--- config.mk ---
export PLATFORM = sky130hd
export DESIGN_NAME = l2_read_arbiter_flat
export DESIGN_NICKNAME = d
export VERILOG_FILES = /design/src/rtl/l2_read_arbiter_if.sv /design/src/rtl/l2_read_arbiter.sv /design/src/flat_wrapper.sv
export SDC_FILE = /design/constraint.sdc
export NUM_CORES = 1
export LEC_CHECK = 0
export ABC_AREA = 1
export BUFFER_PORTS_ARGS = -buffer_cell sky130_fd_sc_hd__buf_4
export CORE_AREA = 4 4 339 341
export DETAILED_ROUTE_END_ITERATION = 8
export DIE_AREA = 0 0 343 345
export PLACE_DENSITY = 0.33
export SLEW_MARGIN = 20
export SYNTH_ARGS = -nofsm -noshare
export SYNTH_HDL_FRONTEND = slang
export SYNTH_SLANG_ARGS = --single-unit
--- constraint.sdc ---
create_clock -name clk -period 1.67 [get_ports clk]
set_input_delay 0.4175 -clock clk [delete_from_list [all_inputs] [get_ports clk]]
set_output_delay 0.4175 -clock clk [all_outputs]
set_load 0.01 [all_outputs]
--- src/rtl/l2_read_arbiter_if.sv ---
// Generic miss/read channel: the master raises read_en with addr, the slave answers with stall/block.
// One instance each for the icache, the dcache and the L2 side of l2_read_arbiter.
interface l2_read_arbiter_if #(
    parameter int ADDR_W  = 32,
    parameter int BLOCK_W = 256
);
    logic               read_en;
    logic [ADDR_W-1:0]  addr;
    logic               stall;
    logic [BLOCK_W-1:0] block;

    modport master (
        output read_en,
        output addr,
        input  stall,
        input  block
    );

    modport slave (
        input  read_en,
        input  addr,
        output stall,
        output block
    );
endinterface

--- src/rtl/l2_read_arbiter.sv ---
// Shares the single L2 read port between icache and dcache misses; dcache wins unless icache starved.
// Optional macro L2_ARB_PERF_EN adds 32-bit grant and wait-cycle performance counters.
module l2_read_arbiter #(
    parameter int ADDR_W     = 32,
    parameter int BLOCK_W    = 256,
    parameter int STARVE_MAX = 4
) (
    input  logic               clk,
    input  logic               rst_n,
    l2_read_arbiter_if.slave   ic_if,
    l2_read_arbiter_if.slave   dc_if,
    l2_read_arbiter_if.master  l2_if
`ifdef L2_ARB_PERF_EN
    ,
    output logic [31:0]        perf_ic_grants_o,
    output logic [31:0]        perf_dc_grants_o,
    output logic [31:0]        perf_wait_cycles_o
`endif
);

    typedef enum logic [1:0] {
        IDLE = 2'd0,
        BUSY = 2'd1
    } state_e;

    typedef enum logic {
        GRANT_DC = 1'b0,
        GRANT_IC = 1'b1
    } grant_e;

    localparam logic [3:0] STARVE_LIM = 4'(STARVE_MAX);

    state_e             state_q, state_d;
    grant_e             grant_q, grant_d;
    logic [3:0]         starve_cnt_q, starve_cnt_d;
    logic               l2_read_en_q, l2_read_en_d;
    logic [ADDR_W-1:0]  l2_addr_q, l2_addr_d;

    logic               ic_req, dc_req;
    logic               ic_starved, dc_wins, ic_wins;
    logic               l2_done;

    assign ic_req     = ic_if.read_en;
    assign dc_req     = dc_if.read_en;
    // The icache only overrides dcache priority once it has lost STARVE_MAX grants in a row.
    assign ic_starved = ic_req && (starve_cnt_q == STARVE_LIM);
    assign dc_wins    = dc_req && !ic_starved;
    assign ic_wins    = ic_req && !dc_wins;
    assign l2_done    = (state_q == BUSY) && !l2_if.stall;

    always_ff @(posedge clk or negedge rst_n) begin
        if (!rst_n) begin
            state_q      <= IDLE;
            grant_q      <= GRANT_DC;
            starve_cnt_q <= 4'd0;
            l2_read_en_q <= 1'b0;
            l2_addr_q    <= '0;
        end else begin
            state_q      <= state_d;
            grant_q      <= grant_d;
            starve_cnt_q <= starve_cnt_d;
            l2_read_en_q <= l2_read_en_d;
            l2_addr_q    <= l2_addr_d;
        end
    end

    always_comb begin
        state_d      = state_q;
        grant_d      = grant_q;
        starve_cnt_d = starve_cnt_q;
        l2_read_en_d = l2_read_en_q;
        l2_addr_d    = l2_addr_q;
        case (state_q)
            IDLE: begin
                l2_read_en_d = 1'b0;
                if (dc_wins) begin
                    state_d      = BUSY;
                    grant_d      = GRANT_DC;
                    l2_read_en_d = 1'b1;
                    l2_addr_d    = dc_if.addr;
                    if (ic_req) begin
                        starve_cnt_d = (starve_cnt_q >= STARVE_LIM) ? STARVE_LIM
                                                                    : starve_cnt_q + 4'd1;
                    end else begin
                        starve_cnt_d = 4'd0;
                    end
                end else if (ic_wins) begin
                    state_d      = BUSY;
                    grant_d      = GRANT_IC;
                    l2_read_en_d = 1'b1;
                    l2_addr_d    = ic_if.addr;
                    starve_cnt_d = 4'd0;
                end
            end
            BUSY: begin
                // The L2 request is never withdrawn early, even if the requester gave up.
                l2_read_en_d = 1'b1;
                if (!l2_if.stall) begin
                    state_d      = IDLE;
                    l2_read_en_d = 1'b0;
                end
            end
            default: begin
                state_d      = IDLE;
                l2_read_en_d = 1'b0;
            end
        endcase
    end

    always_comb begin
        ic_if.stall = 1'b1;
        dc_if.stall = 1'b1;
        if (l2_done) begin
            if (grant_q == GRANT_IC) begin
                ic_if.stall = 1'b0;
            end else begin
                dc_if.stall = 1'b0;
            end
        end
    end

    assign ic_if.block = l2_if.block;
    assign dc_if.block = l2_if.block;
    assign l2_if.read_en = l2_read_en_q;
    assign l2_if.addr    = l2_addr_q;

`ifdef L2_ARB_PERF_EN
    logic        ic_served, dc_served;
    logic [31:0] wait_inc;
    logic [31:0] perf_ic_grants_q, perf_dc_grants_q, perf_wait_cycles_q;

    // A requester counts as served in its grant cycle and for the whole BUSY phase it owns.
    assign ic_served = ((state_q == IDLE) && ic_wins) || ((state_q == BUSY) && (grant_q == GRANT_IC));
    assign dc_served = ((state_q == IDLE) && dc_wins) || ((state_q == BUSY) && (grant_q == GRANT_DC));
    assign wait_inc  = 32'(ic_req && !ic_served) + 32'(dc_req && !dc_served);

    always_ff @(posedge clk or negedge rst_n) begin
        if (!rst_n) begin
            perf_ic_grants_q   <= 32'd0;
            perf_dc_grants_q   <= 32'd0;
            perf_wait_cycles_q <= 32'd0;
        end else begin
            if ((state_q == IDLE) && ic_wins) begin
                perf_ic_grants_q <= perf_ic_grants_q + 32'd1;
            end
            if ((state_q == IDLE) && dc_wins) begin
                perf_dc_grants_q <= perf_dc_grants_q + 32'd1;
            end
            perf_wait_cycles_q <= perf_wait_cycles_q + wait_inc;
        end
    end

    assign perf_ic_grants_o   = perf_ic_grants_q;
    assign perf_dc_grants_o   = perf_dc_grants_q;
    assign perf_wait_cycles_o = perf_wait_cycles_q;
`endif

endmodule

--- src/flat_wrapper.sv ---
// flat-port wrapper written by rule: the top's interface ports become plain ports
module l2_read_arbiter_flat 
#(
    parameter int ADDR_W     = 32,
    parameter int BLOCK_W    = 256,
    parameter int STARVE_MAX = 4
)
  (clk, rst_n, ic_if_read_en, ic_if_addr, ic_if_stall, ic_if_block, dc_if_read_en, dc_if_addr, dc_if_stall, dc_if_block, l2_if_read_en, l2_if_addr, l2_if_stall, l2_if_block);
  l2_read_arbiter_if #(.ADDR_W(ADDR_W), .BLOCK_W(BLOCK_W)) ic_if_i ();
  l2_read_arbiter_if #(.ADDR_W(ADDR_W), .BLOCK_W(BLOCK_W)) dc_if_i ();
  l2_read_arbiter_if #(.ADDR_W(ADDR_W), .BLOCK_W(BLOCK_W)) l2_if_i ();
  input  logic clk;
  input  logic rst_n;
  input wire logic [$bits(ic_if_i.read_en)-1:0] ic_if_read_en;
  input wire logic [$bits(ic_if_i.addr)-1:0] ic_if_addr;
  output wire logic [$bits(ic_if_i.stall)-1:0] ic_if_stall;
  output wire logic [$bits(ic_if_i.block)-1:0] ic_if_block;
  input wire logic [$bits(dc_if_i.read_en)-1:0] dc_if_read_en;
  input wire logic [$bits(dc_if_i.addr)-1:0] dc_if_addr;
  output wire logic [$bits(dc_if_i.stall)-1:0] dc_if_stall;
  output wire logic [$bits(dc_if_i.block)-1:0] dc_if_block;
  output wire logic [$bits(l2_if_i.read_en)-1:0] l2_if_read_en;
  output wire logic [$bits(l2_if_i.addr)-1:0] l2_if_addr;
  input wire logic [$bits(l2_if_i.stall)-1:0] l2_if_stall;
  input wire logic [$bits(l2_if_i.block)-1:0] l2_if_block;
  assign ic_if_i.read_en = ic_if_read_en;
  assign ic_if_i.addr = ic_if_addr;
  assign ic_if_stall = ic_if_i.stall;
  assign ic_if_block = ic_if_i.block;
  assign dc_if_i.read_en = dc_if_read_en;
  assign dc_if_i.addr = dc_if_addr;
  assign dc_if_stall = dc_if_i.stall;
  assign dc_if_block = dc_if_i.block;
  assign l2_if_read_en = l2_if_i.read_en;
  assign l2_if_addr = l2_if_i.addr;
  assign l2_if_i.stall = l2_if_stall;
  assign l2_if_i.block = l2_if_block;
  l2_read_arbiter #(.ADDR_W(ADDR_W), .BLOCK_W(BLOCK_W), .STARVE_MAX(STARVE_MAX)) u_core (.clk(clk), .rst_n(rst_n), .ic_if(ic_if_i), .dc_if(dc_if_i), .l2_if(l2_if_i));
endmodule
* Word level (Yosys, flattened, before mapping)
Cells that the tools add are included.
Storage, ports and cells: flip-flop bits (word level) 40, input port bits 325, output and inout bits 547, logic and storage cells 42
Operators by class: reductions and logical operators 11, $add $sub $neg 1, magnitude comparators 1, equality and inequality tests 4, multiplexer cells 20
Operators with widths (count):
- 32-bit two-way mux | 2
- 4-bit two-way mux | 4
- 1-bit two-way mux | 9
- 2-bit two-way mux | 3
- 4-bit by 1-bit adder with 4-bit output, second input constant | 1
- 4-bit by 3-bit equality test with 1-bit output, second input constant | 1
- 4-bit by 3-bit greater-or-equal comparator with 1-bit output, second input constant | 1
- 1-bit logical AND | 4
- 2-bit case mux with 2 select lines | 1
- 2-bit AND reduction | 2
- 1-bit logical NOT | 3
- 3-bit by 1-bit != test with 1-bit output, second input constant | 1
- 2-bit by 1-bit equality test with 1-bit output, second input constant | 1
- 2-bit logical NOT | 1
- 2-bit != test, second input constant | 1
- 1-bit case mux with 2 select lines | 1
- 2-bit nonzero test | 1

* Longest topological paths before layout
word-level depth 9, mapped depth 10, mapped depth without buffers 9

* Worst setup path after synthesis
Ideal clock, no wire load.
path kind register to register, from reg u_core.starve_cnt_q[0], to reg u_core.l2_addr_q[0] (netlist: u_core.l2_if.addr[0]), cell stages (with the launch flop) 10, data arrival time 1.167 ns, data required time 1.552 ns, path buffers 1, slack 0.385 ns, period minus slack after synthesis 1.285 ns, setup time 0.118 ns, cells stage by stage dfrtp_1 inv_1 ha_1 nand2_1 inv_2 nand2_2 buf_2 nand3_1 nand3_1 nand2_1
On the way: longest elaborated chain between the ends 8, elaborated cells on any way between the ends 9, classes of those cells eq/ne (1); mux (1); reduce/logical (7)
Ends and longest elaborated chain:
- start, declared | line l2_read_arbiter.sv:35 | logic [3:0] starve_cnt_q, starve_cnt_d;
- start signal, assigned | line l2_read_arbiter.sv:61 | starve_cnt_q <= starve_cnt_d;
- 4-bit by 3-bit equality test with 1-bit output (*) | line l2_read_arbiter.sv:46 | assign ic_starved = ic_req && (starve_cnt_q == STARVE_LIM);
- 1-bit logical AND (*) | line l2_read_arbiter.sv:46
- 1-bit logical NOT (*) | line l2_read_arbiter.sv:47 | assign dc_wins = dc_req && !ic_starved;
- 1-bit logical AND (*) | line l2_read_arbiter.sv:47
- 1-bit logical NOT | line l2_read_arbiter.sv:48 | assign ic_wins = ic_req && !dc_wins;
- 1-bit logical AND | line l2_read_arbiter.sv:48
- 2-bit nonzero test (no source line)
- 2-bit AND reduction (no source line)
- end signal, assigned | line l2_read_arbiter.sv:63 | l2_addr_q <= l2_addr_d;
- end, declared | line l2_read_arbiter.sv:37 | logic [ADDR_W-1:0] l2_addr_q, l2_addr_d;
Mark *: on every way between the ends. The rest lies on a longest branch, timed or not. A chain may end at the register's enable or synchronous reset.

* Worst setup path in the final report
from reg u_core.grant_q, to out dc_if_stall
On the way: longest elaborated chain between the ends 2
Ends and longest elaborated chain:
- start, declared | line l2_read_arbiter.sv:34 | grant_e grant_q, grant_d;
- start signal, assigned | line l2_read_arbiter.sv:60 | grant_q <= grant_d;
- 1-bit two-way mux | line l2_read_arbiter.sv:114 | if (grant_q == GRANT_IC) begin
- 1-bit two-way mux | line l2_read_arbiter.sv:113 | if (l2_done) begin
- end, declared | line flat_wrapper.sv:20 | output wire logic [$bits(dc_if_i.stall)-1:0] dc_if_stall;
Every way passes these cells.

==> results_dict.tcl <==
set metrics [dict create \
    route.vias.total 3083 \
    finalInstanceArea_sq_um 5020 \
    dr.pass1.iters 4 \
    maxSlewViolCount 0 \
    yosysSeqAreaShare_pct 16.2 \
    outcome "finished, final reports clean" \
    clock-sinks 39 \
    crit_family "flip-flops" \
    fillers 13400 \
    area_growth_pct -16.6 \
    cp-start-kind "flip-flop" \
    row_count 123 \
    slowest_delay_ns 0.42 \
    cp.required_ns 1.25 \
    synth.avg_cell_area_sq_um 7.32 \
    wl_um 43300 \
    cts_buffer_depth 2 \
    die-area_sq_um 118000 \
    post-dp-hpwl_um 39300 \
    root_buffer "clkbuf_16" \
    clock_latency_ns 0.33 \
    coreArea_sq_um 112000 \
    synth_most_common_cell "buf_4" \
    reg2reg_slack_ns 0.21 \
    crit_chain "inv_1 > nand3_1 > buf_4" \
    fin_crit_ns 1.48 \
    reg2reg_to "u_core.l2_if.addr[4]" \
    power_leakage_nw 1.97 \
    endpoint_kind "primary output" \
    rsz0062_at_grt "no" \
    synth_area_leaders "buf_4 64%, dfrtp_1 16%, nand2_1 6.1%" \
    syn-cell-area_sq_um 6020 \
    max_freq_ghz 0.674 \
    grt_pass1_wl_um 50100 \
    wl_per_cell_um 22.6 \
    setup_viol 0 \
    timing.final.hold_violations 0 \
    synth_edf_count 0 \
    cp_slowest_cell "dfrtp_1" \
    placed_cell_area_sq_um 4850 \
    port_buffers 103 \
    drv_cap 0 \
    die_w_um 343 \
    grt_pass1_vias 3306 \
    reg2reg_from "u_core.starve_cnt_q[0]" \
    postCtsSetupBuffers 0 \
    cp.arrival_ns 1.07 \
    path_depth 3 \
    clkTransAtPathRegs_ns 0.09 \
    grt_max_degree 40 \
    avgViaCountPerCell 1.61 \
    irDropWorstVdd_v 0.000483 \
    critical_path_class "flip-flop to primary output" \
    die_y_um 345 \
    cts_tree "yes" \
    worst_slew_pin_slew_ns 0.760 \
    reg2reg_depth 10 \
    path_max_fanout 3 \
    initial_utilization_pct 5.38 \
    drtAntennaViolNets 0 \
    drive_gt1_share_pct 30.3 \
    post-synth-top-area-cell "buf_4" \
    critPathBufInv 2 \
    finalCritPeriodShare_pct 88.8 \
    cts_hold_buf 0 \
    htreeDepth 2 \
    ys_async_sr_fraction_pct 100 \
    drt_iter0_drc 123 \
    grtUsageTotal_pct 6.98 \
    cts_resized 0 \
    hold_class "primary input to async pin" \
    cts_buffers 5 \
    antenna_found_initial 4 \
    ios 872 \
    ys_types 17 \
    synth_top_flop_cell "dfrtp_1" \
    power_density_nw_per_um2 894 \
    layout.nets 742 \
    setup_tns_ns 0 \
    finClkSkew_ns 0.0172 \
    slew_headroom_pct 49.4 \
    synth_seq_cells 39 \
    yosys-top-cells-count "513 x buf_4, 98 x nand2_1, 72 x inv_1" \
    routabilityCongestion 0.661 \
    drc 0 \
    synth_nets 1150 \
    syn_inst 823 \
    synth_warnings 0 \
    synth_top_area_share_pct 63.9 \
    grt-ovfl-total 0 \
]
## where the power goes
part,internal (mW),total (mW),switching [mW]
clock,0.711,1.31,0.594
combinational,0.732,1.68,0.947
sequential,1.27,1.51,0.241
## stage by stage
stage / util (%) / setup slack [ns] / power [mW] / instances / hold slack [ns]
2_1_floorplan: - / 0.385 / 3.42 / 823 / 0.122
3_3_place_gp: 4.34 / 0.175 / 3.29 / 1908 / 0.468
3_5_place_dp: 4.34 / 0.215 / 3.27 / 1908 / 0.469
4_1_cts: 4.49 / 0.126 / 4.70 / 1916 / 0.126
5_1_grt: 4.49 / 0.0440 / 4.88 / 1916 / 0.143
6_report: 4.49 / 0.187 / 4.49 / 1917 / 0.128
## cells by family (layout without fill, tap and decap cells)
| group | Yosys count | after routing | synth area share (%) |
|---|---|---|---|
| buffers and inverters | 602 | 195 | 70.1 |
| AND/OR/NAND/NOR | 172 | 172 | 12.3 |
| other | 0 | 1 | 0 |
| adder cells (fa/ha/maj) | 2 | 2 | 0.415 |
| AO/OA/AOI/OAI | 8 | 8 | 0.935 |
| flip-flops | 39 | 39 | 16.2 |
## area by class of cell
type	instances	area (sq um)	share of cell area (%)
Timing Repair Buffer	113	898	17.9
Tap cell	1500	1880	37.4
Multi-Input combinational cell	182	823	16.4
Antenna cell	1	2.50	0.0498
Clock inverter	3	43.8	0.872
Clock buffer	5	125	2.49
Inverter	74	278	5.53
Sequential cell	39	976	19.4
## layout by cell type (no fill, tap or decap), types with 2 or more instances in the layout
cell,synthesis,final
ha_1,2,2
o21ai_0,4,4
o22ai_1,2,2
inv_1,72,72
nand3_1,69,69
inv_2,2,2
nor2_1,3,3
buf_12,0,4
dfrtp_1,39,39
buf_4,513,109
clkbuf_16,0,5
nand2_1,98,98
## flip-flops by register name, summed over array words and instances, names as in the netlist
name and count:
u_core.l2_if.addr 32, u_core.starve_cnt_q 4, u_core.grant_q 1, u_core.l2_if.read_en 1, u_core.state_q 1
## metal layers
layer,share of wire (%),global-route usage (%),vias up
met1,18,3.67,1197
met2,43,10.6,592
li1,-,-,1136
met5,0.028,0,-
met3,33,10.8,156
met4,5.7,3.46,2
## how the worst max path moves through the flow
stage	to	startpoint	slack [ns]
2_1_floorplan	u_core.l2_if.addr[0]	u_core.starve_cnt_q[0]	0.39
3_3_place_gp	u_core.l2_if.addr[2]	u_core.starve_cnt_q[0]	0.17
3_5_place_dp	u_core.l2_if.addr[7]	dc_if_read_en	0.22
4_1_cts	dc_if_stall	u_core.grant_q	0.13
5_1_grt	u_core.l2_if.addr[4]	u_core.starve_cnt_q[0]	0.04
6_report	dc_if_stall	u_core.grant_q	0.19
No activity file was read; power rests on OpenSTA's default activity.
